File: config.mk
export PLATFORM = sky130hd
export DESIGN_NAME = mul_issue_ctrl
export DESIGN_NICKNAME = d
export VERILOG_FILES = /design/src/rtl/mul_issue_ctrl.sv
export SDC_FILE = /design/constraint.sdc
export NUM_CORES = 1
export LEC_CHECK = 0
export ABC_AREA = 1
export CORE_MARGIN = 2
export CORE_UTILIZATION = 35
export CTS_CLUSTER_DIAMETER = 50
export DETAILED_ROUTE_END_ITERATION = 10
export PLACE_DENSITY = 0.94
export REMOVE_ABC_BUFFERS = 1
export SETUP_SLACK_MARGIN = 0.02
export SLEW_MARGIN = 10
export SYNTH_ARGS = -nofsm -noshare
export SYNTH_HDL_FRONTEND = slang
export SYNTH_SLANG_ARGS = --single-unit
File: constraint.sdc
create_clock -name clk -period 4.8 [get_ports clk]
set_input_delay 0.48 -clock clk [delete_from_list [all_inputs] [get_ports clk]]
set_output_delay 0.48 -clock clk [all_outputs]
set_load 0.005 [all_outputs]
File: src/rtl/mul_issue_ctrl.sv
// Issue arbiter, destination hazard tracking and writeback stall control
// for the shared 2-stage multiplier in the execute stage.
module mul_issue_ctrl #(
  parameter int NUM_REQ = 2,
  parameter int DATA_W  = 16,
  parameter int ADDR_W  = 4,
  parameter int TAG_W   = $clog2(NUM_REQ)
) (
  input  logic                       clk,
  input  logic                       async_rst,
  input  logic                       clk_en,
  input  logic [NUM_REQ-1:0]         req_valid,
  output logic [NUM_REQ-1:0]         req_ready,
  input  logic [2*NUM_REQ-1:0]       req_op,
  input  logic [ADDR_W*NUM_REQ-1:0]  req_dest,
  input  logic [DATA_W*NUM_REQ-1:0]  req_a,
  input  logic [DATA_W*NUM_REQ-1:0]  req_b,
  output logic                       mul_sync_rst,
  output logic                       mul_clk_en,
  output logic                       mul_call,
  output logic [1:0]                 mul_operation,
  output logic [ADDR_W-1:0]          mul_dest_addr,
  output logic [DATA_W-1:0]          mul_data1,
  output logic [DATA_W-1:0]          mul_data2,
  input  logic [DATA_W-1:0]          mul_data_out,
  input  logic [ADDR_W-1:0]          mul_dest_addr_out,
  input  logic                       mul_valid,
  input  logic                       mul_empty,
  output logic                       wb_valid,
  input  logic                       wb_ready,
  output logic [DATA_W-1:0]          wb_data,
  output logic [ADDR_W-1:0]          wb_dest,
  output logic [TAG_W-1:0]           wb_tag,
  output logic [(1<<ADDR_W)-1:0]     busy_regs,
  input  logic                       drain,
  output logic                       idle
);
  localparam int NREG = 1 << ADDR_W;

  logic [1:0]         rst_sync_q;
  logic [TAG_W-1:0]   prio_q, prio_d;
  logic [NREG-1:0]    busy_q, busy_d;
  logic               t1_v_q, t2_v_q;
  logic [TAG_W-1:0]   t1_tag_q, t2_tag_q;
  logic               stall, can_issue;
  logic               any_gnt, wb_fire;
  logic [NUM_REQ-1:0] elig;
  logic [TAG_W-1:0]   gnt_idx;

  // Reset asserts immediately, releases after two clean edges.
  always_ff @(posedge clk or posedge async_rst)
    if (async_rst) rst_sync_q <= 2'b11;
    else           rst_sync_q <= {rst_sync_q[0], 1'b0};

  assign mul_sync_rst = rst_sync_q[1];
  assign stall        = mul_valid && !wb_ready;
  assign mul_clk_en   = clk_en && !stall;
  assign can_issue    = mul_clk_en && !drain && !mul_sync_rst;

  always_comb begin
    elig = '0;
    for (int i = 0; i < NUM_REQ; i++)
      elig[i] = req_valid[i] &&
                !busy_q[req_dest[i*ADDR_W +: ADDR_W]];
  end

  // prio_q is the first index scanned: one past the last grant.
  always_comb begin
    req_ready = '0;
    gnt_idx   = '0;
    any_gnt   = 1'b0;
    for (int k = 0; k < NUM_REQ; k++) begin
      int j;
      j = int'(prio_q) + k;
      if (j >= NUM_REQ) j = j - NUM_REQ;
      if (!any_gnt && can_issue && elig[j]) begin
        any_gnt      = 1'b1;
        req_ready[j] = 1'b1;
        gnt_idx      = TAG_W'(j);
      end
    end
  end

  assign mul_call      = any_gnt;
  assign mul_operation = req_op[int'(gnt_idx)*2 +: 2];
  assign mul_dest_addr = req_dest[int'(gnt_idx)*ADDR_W +: ADDR_W];
  assign mul_data1     = req_a[int'(gnt_idx)*DATA_W +: DATA_W];
  assign mul_data2     = req_b[int'(gnt_idx)*DATA_W +: DATA_W];

  assign wb_valid = mul_valid && !mul_sync_rst;
  assign wb_data  = mul_data_out;
  assign wb_dest  = mul_dest_addr_out;
  assign wb_tag   = t2_tag_q;
  assign wb_fire  = wb_valid && wb_ready && clk_en;

  always_comb begin
    busy_d = busy_q;
    prio_d = prio_q;
    if (wb_fire) busy_d[wb_dest] = 1'b0;
    if (any_gnt) begin
      busy_d[mul_dest_addr] = 1'b1;
      prio_d = (int'(gnt_idx) == NUM_REQ-1) ? '0 : gnt_idx + 1'b1;
    end
  end

  always_ff @(posedge clk or posedge async_rst) begin
    if (async_rst) begin
      busy_q   <= '0;
      prio_q   <= '0;
      t1_v_q   <= 1'b0;
      t2_v_q   <= 1'b0;
      t1_tag_q <= '0;
      t2_tag_q <= '0;
    end else begin
      busy_q <= busy_d;
      prio_q <= prio_d;
      if (mul_sync_rst) begin
        t1_v_q <= 1'b0;
        t2_v_q <= 1'b0;
      end else if (mul_clk_en) begin
        t1_v_q   <= mul_call;
        t1_tag_q <= gnt_idx;
        t2_v_q   <= t1_v_q;
        t2_tag_q <= t1_tag_q;
      end
    end
  end

  assign busy_regs = busy_q;
  assign idle      = mul_empty && (busy_q == '0);

  always_ff @(posedge clk) begin
    if (!async_rst && !mul_sync_rst) begin
      assert (t2_v_q == mul_valid)
        else $error("tag pipe out of step with multiplier");
      if (wb_fire)
        assert (busy_q[wb_dest])
          else $error("writeback clears an idle busy bit");
    end
    assert ($onehot0(req_ready))
      else $error("more than one grant");
  end
endmodule

# Word-level counts from Yosys, hierarchy flattened
# Cells that the tools add are included.
# totals
reg_bits	21
inputBits	105
output_inout_bits	82
# classes
add_sub_neg	4
order_cmp	12
shifts	4
muxes	29
bitwise_logic	5
reduce_logical	26
# ops
op	count
greater-or-equal comparator 32 x 1 -> 1 bit (second input constant)	2
less-than comparator 32 x 3 -> 1 bit (second input constant)	2
two-way mux 32 bit	2
variable part select 32 x 6 -> 16 bit	2
two-way mux 16 bit	2
less-than comparator 4 x 5 -> 1 bit (second input constant)	4
logical AND 1 bit	17
two-way mux 1 bit	17
AND 16 bit	1
zero test 16 bit	1
inverter 16 bit	1
OR 16 bit	1
binary-select mux 1 bit (select 4 bit)	2
demux 1 bit (select 4 bit)	2
greater-or-equal comparator 4 x 1 -> 1 bit (second input constant)	2
variable part select 8 x 4 -> 4 bit	1
zero test 1 bit	7
two-way mux 2 bit	2
variable part select 4 x 3 -> 2 bit	1
subtractor 1 x 2 -> 3 bit (second input constant)	1
subtractor 2 x 2 -> 3 bit (second input constant)	1
adder 1 x 1 -> 2 bit (second input constant)	1
demux 1 bit (select 1 bit)	2
greater-or-equal comparator 1 x 2 -> 1 bit (second input constant)	1
other kinds (5)	5

# Logic depth before layout (Yosys ltp)
# Gate-level depths: netlist of run 1.
# logic_depth
depth_word	20
mapped_depth	15

# Worst setup path after synthesis of run 1
# Ideal clock, no wire load.
# synth_timing
path_kind	input to output
from	input mul_valid
to	output mul_data1[10]
t_arrival_ps	1734
path_slack_ps	2586
cell_stages	10
n_path_buf	1
path_cell_list	inv_1 o21a_2 nand2_1 or2_1 nor2_8 nand2_4 inv_2 buf_2 nand2_1 nand2_1
# synth_via
elab_chain_cells	12
word_cells_on_any_way	13
classes_between	shift (1); mux (3); reduce/logical (9)
# synth_rtl
element	line_no	text
from (decl)	27	input logic mul_valid,
logical AND 1 bit (*)	56	assign stall = mul_valid && !wb_ready;
zero test 1 bit (*)	57	assign mul_clk_en = clk_en && !stall;
logical AND 1 bit (*)	57	
net mul_clk_en	19	output logic mul_clk_en,
logical AND 1 bit (*) (2 in series)	58	assign can_issue = mul_clk_en && !drain && !mul_sync_rst;
logical AND 1 bit	76	if (!any_gnt && can_issue && elig[j]) begin
two-way mux 1 bit	76	
zero test 1 bit	76	
logical AND 1 bit (2 in series)	76	
two-way mux 1 bit (*)	76	
variable part select 32 x 6 -> 16 bit (*)	87	assign mul_data1 = req_a[int'(gnt_idx)*DATA_W +: DATA_W];
to (decl)	23	output logic [DATA_W-1:0] mul_data1,
# The timed path passes the listed nets; every way through them passes the cells marked *.

# Final worst setup path of run 1
# layout_timing
from	input req_dest[0]
to	output mul_data1[4]
# layout_via
elab_chain_cells	14
word_cells_on_any_way	18
classes_between	shift (1); mux (11); reduce/logical (6)
# layout_rtl
element	line_no	text
from (decl)	15	input logic [ADDR_W*NUM_REQ-1:0] req_dest,
binary-select mux 1 bit (select 4 bit) (*)	64	!busy_q[req_dest[i*ADDR_W +: ADDR_W]];
two-way mux 1 bit (implied by the code) (*)	64	
zero test 1 bit (*)	64	
logical AND 1 bit (*)	63	elig[i] = req_valid[i] &&
two-way mux 1 bit (implied by the code) (3 in series)	76	
logical AND 1 bit	76	
two-way mux 1 bit	76	
zero test 1 bit	76	
logical AND 1 bit (2 in series)	76	
two-way mux 1 bit (*)	76	
variable part select 32 x 6 -> 16 bit (*)	87	
# Mark *: on every way between the ends. The rest lies on a longest branch, timed or not. The select of a mux whose other input is x is not followed.

==> metrics.txt, run 1 <==
status complete, no violations; largest vdd supply drop approximately 0.00019 V; CTS tree yes; Setup violations, final 0; Bufs on Longest Clock Path 2; DRT Wirelength 8510 µm; Max Cap Viol 0; Worst Hold Class register to register; DR pass1 iterations 5; crit path to mul_data1[4]; Placed Cells roughly 550; Setup crit start req_dest[0]; First DRT Iteration DRCs 245; final cell count without fillers approximately 560; post-CTS sizing 0; ant diodes 0; storage element area 528 µm²; YS warnings 0; worst reg2reg path depth 11; Design Area, Final 0.00365 mm²; area occupied by multi-input gates 0.00129 mm²; Synth Area per Inst ~6.2 µm²; worst setup path category primary input to primary output; hpwl dp slightly below 7000 µm; Clock Tree Root clkbuf_8; Post-synth EDFFs 0; commonest non-fill, non-tap cell in the layout nand2_1; Crit. End Element primary output; # Post-CTS Setup Buffers 0; top post-synthesis cells by area nand2_1 27%, dfrtp_1 22%, nand3_1 8.0%, buf_4 6.9%, inv_1 5.7%; Post-Synth Simple-Gate Area 48.7%; Setup Skew 0.00644 ns; average wire per standard cell 15.3 µm; compound-gate portion of the synthesized area 9.86%; fin crit share 83.8%; Slew Limit Fails 0; Yosys reg bits 21; clk slew on worst S/H paths 0.07 ns; R2R Setup Slk 2.28 ns; Synth Flop Type dfrtp_1; die width between 80 and 90 µm; Slowest Stage Delay on Critical Path approximately 0.74 ns; CP Cell Sequence clkdlybuf4s50_1 -> inv_1 -> nand2_1 -> nand3_1 -> nand3_1 -> nand3_2 -> nand4_4 -> nand2_4 -> inv_2 -> nand2_1 -> nand2_1 -> clkdlybuf4s50_1; Fillers between 500 and 600; hold_buf cts 0; clock latency at the later pin of the worst-skew pair 0.26 ns; core area 0.00599 mm²; transition time of the tightest slew-check pin 0.814 ns; Final Hold Vio Count 0; mux contribution to synthesized area less than 1%; WP data arrival 3.54 ns; Seq/Total Area, Yosys 24.2%; Power Density 177 mW/mm²; Worst path slowest cell clkdlybuf4s50_1; initial antenna violation count 0; RSZ-0062 raised after global routing no; number of global-route vias before repair 2747; crit start category primary input; I/O Buffers 154; critical path fanouts, max 44; # nets final between 500 and 600; async set or reset register ratio after synthesis 100%; sum of negative setup slack 0 ns; final core occ 60.9%; Cell Area, Synth 0.00218 mm²; Synth-to-Final Area Change 67.0%; initial core utilization 36.4%; Crit path required time approximately 4.3 ns; worst reg2reg path endpoint prio_q; largest family of logic cells by synthesized area simple AND/OR/NAND/NOR gates; cells after synthesis 354; DRC violations left 0; largest net degree at the start of global routing 45; post-synthesis cell type count 31; most frequent cells in the layout 158 x nand2_1, 154 x clkdlybuf4s50_1, 35 x nand3_1; Max H-tree Level 1; final RePlAce weighted congestion 0.960; share of cells above drive strength 1 6.83%; vias per cell between 5 and 6; Tmin final about 4.0 ns; Synth Area in Adders 0%; first-pass GRT wire length 13500 µm; fmax 249 MHz; placed instance area 0.00360 mm²; grt ovf 0; post-synth top area share 27.2%; num ports 187; Sink Count 21; Leak 1.72 nW; worst rel slew slack ~46%; worst r2r src busy_regs[15]; die area 0.00689 mm²; xor/xnor share of the synthesized area 0%; Tot GR Track Use between 20% and 30%; total CTS buffers 3; Via Count between 2000 and 3000; Die Y-Extent between 80 and 90 µm; number of antenna-violating nets in the routed design 0; CP dominant cell by count nand2_1; Cell Rows 28; Synth area leader nand2_1
[routing by layer]
metal,vias to the layer above,wire length [µm],global-route usage [%]
met5,-,67,7.58
li1,1351,-,-
met2,225,3820,38.9
met4,2,150,6.26
met3,29,1140,8.95
met1,1219,3340,28.7
[state kept, by name, indices dropped and copies added (netlist names)]
| register | cells |
|---|---|
| busy_regs | 16 |
| rst_sync_q | 2 |
| prio_q | 1 |
| t1_tag_q | 1 |
| wb_tag | 1 |
[logic make-up (layout without fill, tap and decap cells)]
family	after synthesis	after routing
buf+inv	66	195
simple gates	233	233
other cells	1	1
flops	21	21
mux	1	1
compound gates	32	32
[how the worst min path moves through the flow]
stage	slack, ns	cells after the start	end	startpoint
after floorplan	0.35	0	rst_sync_q[1]	rst_sync_q[0]
after global placement	0.35	0	rst_sync_q[1]	rst_sync_q[0]
after detailed placement	0.35	0	rst_sync_q[1]	rst_sync_q[0]
after CTS	0.36	0	rst_sync_q[1]	rst_sync_q[0]
after global routing	0.36	0	rst_sync_q[1]	rst_sync_q[0]
final	0.36	0	rst_sync_q[1]	rst_sync_q[0]
[through the flow]
stage	worst slack (ns)	hold WS, ns	total power, mW
6_report	0.779	0.358	0.645
5_1_grt	0.541	0.363	0.681
4_1_cts	0.815	0.361	0.644
3_5_place_dp	0.816	0.350	0.527
3_3_place_gp	0.887	0.347	0.524
2_1_floorplan	2.33	0.345	0.332
[worst max-delay path, delay by kind of cell]
| family | cells | cell delay [ns] |
|---|---|---|
| buffers and inverters | 4 | 1.99 |
| and+or+nand+nor | 8 | 1.04 |
[layout make-up]
class | count | share of cell area [%]
clock buffers | 3 | 1.13
clock inverters | 1 | 0.137
inverters | 37 | 3.95
multi-input cells | 267 | 35.5
flip-flops and latches | 21 | 14.5
well taps | 75 | 2.57
repair buffers | 154 | 42.3
[Yosys cell counts, types with 2 or more instances]
cell / instances
nand2_1: 158
nand3_1: 35
inv_1: 33
buf_4: 20
dfrtp_1: 19
o21bai_1: 13
a21oi_1: 12
nor2_1: 12
nand2_2: 7
buf_2: 6
nand3_2: 6
nand4_1: 4
inv_2: 3
nand2_4: 3
o211ai_1: 3
buf_6: 2
dfstp_2: 2
nor3_1: 2
o21ai_0: 2
[where the power goes]
part           switching, mW  internal (mW)
clock                 0.0573         0.0578
combinational          0.136          0.178
sequential            0.0154          0.201
total                  0.208          0.437
Power figures use the tool's default switching activity.
==> run 2: changes to the inputs <==
CORE_UTILIZATION = 33   (was 35)
PLACE_DENSITY = 0.9   (was 0.94)
clock period = 4.2 ns   (was 4.8 ns; I/O delays follow)
==> metrics.txt, run 2 (synthesis results as in run 1) <==
number of global-route vias before repair 2674 (-2.7%); post-CTS sizing 0 (unchanged); critical path fanouts, max 36 (-18%); crit start category primary input; largest vdd supply drop 0.000199 V (+4.5%); hold_sp rst_sync_q[0]; largest net degree at the start of global routing 44 (-2.2%); Tot GR Track Use 22.7% (-1.1 points); sum of negative setup slack 0 ns (unchanged); Cell Rows 29 (+3.6%); Synth-to-Final Area Change 67.5%; Crit path required time 3.78 ns (-0.54 ns); hpwl dp 6890 µm (+1.3%); Setup violations, final 0 (unchanged); first-pass GRT wire length 13200 µm (-2.2%); Leak 1.72 nW (+0.24%); Tmin final 3.52 ns; Clock Tree Root clkbuf_8; average wire per standard cell 15.1 µm (-1.3%); WP data arrival 3.10 ns (-0.44 ns); share of cells above drive strength 1 7.02% (+0.19 points); DR pass1 iterations 4 (-1); fmax approximately 280 MHz; ant diodes 0 (unchanged); vias per cell 4.99 (-1.4%); hold path cells 0 (unchanged); Bufs on Longest Clock Path 2 (unchanged); CTS tree yes; worst rel slew slack 46.7% (+1.0 points); core area 0.00639 mm² (+6.6%); final cell count without fillers 561 (+0.54%); Sink Count 21 (unchanged); DRC violations left 0 (unchanged); Setup crit start req_dest[0]; I/O Buffers 154 (unchanged); Slew Limit Fails 0 (unchanged); Fillers 571 (+9.8%); Die Y-Extent 85.3 µm (+2.8%); # nets final 590 (+0.17%); Max H-tree Level 1 (unchanged); grt ovf 0 (unchanged); RSZ-0062 raised after global routing no; num ports 187 (unchanged); clk slew on worst S/H paths 0.07 ns (about the same); transition time of the tightest slew-check pin 0.799 ns (-0.0150 ns); Placed Cells 557 (+0.54%); storage element area 528 µm² (unchanged); most frequent cells in the layout 158 x nand2_1, 154 x clkdlybuf4s50_1, 35 x nand3_1; Setup Skew 0.00438 ns (-0.00206 ns); Final Hold Vio Count 0 (unchanged); die area 0.00728 mm² (+5.8%); max reg flops 16 (unchanged); Worst Hold Class register to register; worst reg2reg path depth 12 (+1); area occupied by multi-input gates 0.00129 mm² (unchanged); Via Count 2802 (-0.85%); commonest non-fill, non-tap cell in the layout nand2_1; worst r2r src busy_regs[7]; # Post-CTS Setup Buffers 0 (unchanged); final RePlAce weighted congestion 0.949 (-1.1%); worst setup path category primary input to primary output; hold_buf cts 0 (unchanged); Crit. End Element primary output; First DRT Iteration DRCs 157 (-36%); die width 85.3 µm (+2.8%); R2R Setup Slk 1.87 ns (-0.41 ns); status complete, no violations; Max Cap Viol 0 (unchanged); Hold EP rst_sync_q[1]; initial core utilization 34.2% (-2.3 points); fin crit share 83.9%; number of antenna-violating nets in the routed design 0 (unchanged); Design Area, Final 0.00366 mm² (+0.27%); Power Density 200 mW/mm² (+13%); total CTS buffers 3 (unchanged); DRT Wirelength 8450 µm (-0.78%); initial antenna violation count 0 (unchanged); clock latency at the later pin of the worst-skew pair 0.26 ns (about the same); worst reg2reg path endpoint busy_regs[4]; placed instance area 0.00361 mm² (+0.28%)
## run 2: changes by cell type in the layout (fill, tap and decap cells not counted)
cell,previous run,this run
buf_4,0,1
## run 2: layout make-up
type                    instances  share of cell area (%)
repair buffers                155                    42.4
multi-input cells             267                    35.4
flip-flops and latches         21                    14.4
inverters                      37                    3.93
well taps                      77                    2.63
clock buffers                   3                    1.13
clock inverters                 1                   0.137
## run 2: routing by layer
metal  GRT usage (%)  up-vias  part of all wire (%)
li1                -     1351                     -
met1            28.0     1238                    40
met2            36.6      194                    44
met3            8.85       17                    13
met4            5.19        2                   1.4
met5            6.99        -                  0.73
## run 2: per-stage QoR
stage / worst slack [ns] / util (%) / total power, mW / hold slack (ns)
after floorplan: 1.85 / - / 0.380 / 0.345
after global placement: 0.754 / 56.5 / 0.596 / 0.347
after detailed placement: 0.702 / 56.5 / 0.601 / 0.351
after CTS: 0.695 / 57.3 / 0.732 / 0.360
after global routing: 0.442 / 57.3 / 0.780 / 0.365
final: 0.677 / 57.3 / 0.733 / 0.359
## run 2: worst max path at each step
stage,slack [ns],end,depth (start not counted)
after floorplan,1.85,mul_data1[0],9
after global placement,0.75,mul_dest_addr[0],12
after detailed placement,0.70,mul_data2[5],12
after CTS,0.70,mul_data2[5],13
after global routing,0.44,mul_data1[12],12
final,0.68,mul_data2[5],12
## run 2: critical path: stages
cell             delay (ns)
clkdlybuf4s50_1        0.72
inv_1                  0.19
nand2_1                0.10
nand3_1                0.07
nand3_1                0.10
nand3_2                0.10
nand4_4                0.16
nand2_4                0.07
inv_2                  0.43
nand2_1                0.12
nand2_1                0.09
clkdlybuf4s50_1        0.51
## run 2: power breakdown
| part | switching [mW] | internal [mW] |
|---|---|---|
| clock network | 0.0649 | 0.0661 |
| registers | 0.0174 | 0.230 |
| logic | 0.151 | 0.204 |
==> run 3: changes to the inputs <==
CORE_UTILIZATION = 29   (was 33)
PLACE_DENSITY = 0.84   (was 0.9)
clock period = 3.2 ns   (was 4.2 ns; I/O delays follow)
==> metrics.txt, run 3 (synthesis results as in run 1) <==
Clock Tree Root clkbuf_8; grt ovf 0 (unchanged); Sink Count 21 (unchanged); Max Cap Viol 0 (unchanged); largest vdd supply drop 0.000233 V (+17%); fmax 336 MHz; sum of negative setup slack 0 ns (unchanged); CTS tree yes; worst reg2reg path depth 14 (+2); Synth-to-Final Area Change 71.7%; clk slew on worst S/H paths 0.07 ns (about the same); DR pass1 iterations 5 (+1); initial core utilization 30.1% (-4.1 points); Power Density 257 mW/mm² (+29%); RSZ-0062 raised after global routing no; most used routing layer met2; die width 90.8 µm (+6.4%); grt met2 use 33.9% (-2.7 points); Bufs on Longest Clock Path 2 (unchanged); DRC violations left 0 (unchanged); crit-path leading delay family buffers and inverters; hold path cells 0 (unchanged); Final Hold Vio Count 0 (unchanged); worst rel slew slack 45.7% (-0.98 points); R2R Setup Slk 1.19 ns (-0.68 ns); largest net degree at the start of global routing 25 (-43%); final RePlAce weighted congestion 0.982 (+3.4%); hold_buf cts 0 (unchanged); most frequent cells in the layout 158 x nand2_1, 153 x clkdlybuf4s50_1, 35 x nand3_1; GR Util met3 5.26% (-3.6 points); Die Y-Extent 90.8 µm (+6.4%); transition time of the tightest slew-check pin 0.813 ns (+0.0148 ns); placed instance area 0.00368 mm² (+2.0%); commonest non-fill, non-tap cell in the layout nand2_1; Cell Rows 31 (+6.9%); number of global-route vias before repair 2732 (+2.2%); Leak 1.77 nW (+2.5%); worst path bufs/invs 5 (+1); CP Cell Sequence clkdlybuf4s50_1 -> inv_2 -> nand3_1 -> nand3_1 -> nand3_2 -> nand3_4 -> nor2_8 -> nand2_4 -> inv_4 -> buf_4 -> nand2_1 -> nand2_1 -> clkdlybuf4s50_1; vias per cell 4.80 (-3.8%); initial antenna violation count 0 (unchanged); First DRT Iteration DRCs 200 (+27%); num ports 187 (unchanged); share of cells above drive strength 1 8.15% (+1.1 points); Crit path required time 2.88 ns (-0.90 ns); Tmin final ~3 ns; total CTS buffers 3 (unchanged); hpwl dp 7080 µm (+2.9%); DRT Wirelength 8560 µm (+1.4%); GR met1 Demand/Resource 26.2% (-1.8 points); crit start category primary input; CP Depth 13 (+1); Setup Skew 0.00690 ns (+0.00252 ns); ant diodes 0 (unchanged); core area 0.00725 mm² (+14%); fin crit share 92.9%; Max H-tree Level 1 (unchanged); Setup violations, final 0 (unchanged); average wire per standard cell 14.5 µm (-3.6%); WP data arrival 2.65 ns (-0.45 ns); Slew Limit Fails 0 (unchanged); Design Area, Final 0.00375 mm² (+2.5%); die area 0.00824 mm² (+13%); first-pass GRT wire length 13800 µm (+4.4%); critical path fanouts, max 13 (-64%); worst r2r src busy_regs[14]; Hold EP rst_sync_q[1]; max reg flops 16 (unchanged); worst setup path category primary input to primary output; Slowest Stage Delay on Critical Path 0.63 ns (-0.09 ns); worst reg2reg path endpoint busy_regs[13]; hold_sp rst_sync_q[0]; number of antenna-violating nets in the routed design 0 (unchanged); Via Count 2834 (+1.1%); Crit. End Element primary output; status complete, no violations; Fin Hold WS 0.357 ns (-0.00220 ns); Tot GR Track Use 20.3% (-2.4 points); Worst path slowest cell clkdlybuf4s50_1; I/O Buffers 154 (unchanged); Worst Hold Class register to register; clock latency at the later pin of the worst-skew pair 0.26 ns (about the same); # nets final 597 (+1.2%)
run 3: cell types whose count changed in the layout (fill, tap and decap cells not counted):
cell             previous run  this run
buf_6                       0         2
clkbuf_1                    0         1
dlymetal6s2s_1              0         1
inv_2                       3         2
buf_4                       1         6
inv_4                       0         1
clkinv_2                    1         0
clkdlybuf4s50_1           154       153
run 3: power by group:
group          leakage, nW  switching, mW  internal [mW]
registers            0.232         0.0234          0.301
logic                 1.51          0.199          0.271
clock network       0.0228         0.0815         0.0886
run 3: stage by stage:
step	utilization, %	instances	worst slack [ns]	power, mW
global placement	50.8	585	0.119	0.786
global route	51.7	590	0.0612	1.03
detailed placement	50.8	585	0.0593	0.795
CTS	51.4	589	0.0493	0.969
finish	51.7	590	0.226	0.965
floorplan	-	325	1.05	0.498
run 3: area by class of cell:
cell class / instances / area, µm²
Fill cell: 671 / 3500
Timing Repair Buffer: 162 / 1610
Clock buffer: 4 / 45.0
Inverter: 37 / 146
Sequential cell: 21 / 528
Multi-Input combinational cell: 267 / 1290
Tap cell: 99 / 124
run 3: worst max-delay path by stage:
stage / startpoint / end / slack (ns)
final: req_dest[5] / mul_data2[10] / 0.23
after global routing: req_dest[4] / mul_data2[10] / 0.06
after CTS: req_dest[0] / mul_data2[10] / 0.05
after detailed placement: req_dest[0] / mul_data2[10] / 0.06
after global placement: req_dest[0] / mul_data1[10] / 0.12
after floorplan: mul_valid / mul_data1[0] / 1.05
run 3: metal layers:
metal,routed length [µm],part of all wire [%]
met1,3590,42
met2,3930,46
met3,885,10
met4,160,1.9
met5,0,0
run 3: repair_timing:
item                       4_1_cts  5_1_grt
setup buffers                    0        1
gates resized for setup          0        5
hold endpoints to repair         0        0
setup endpoints to repair        0       30
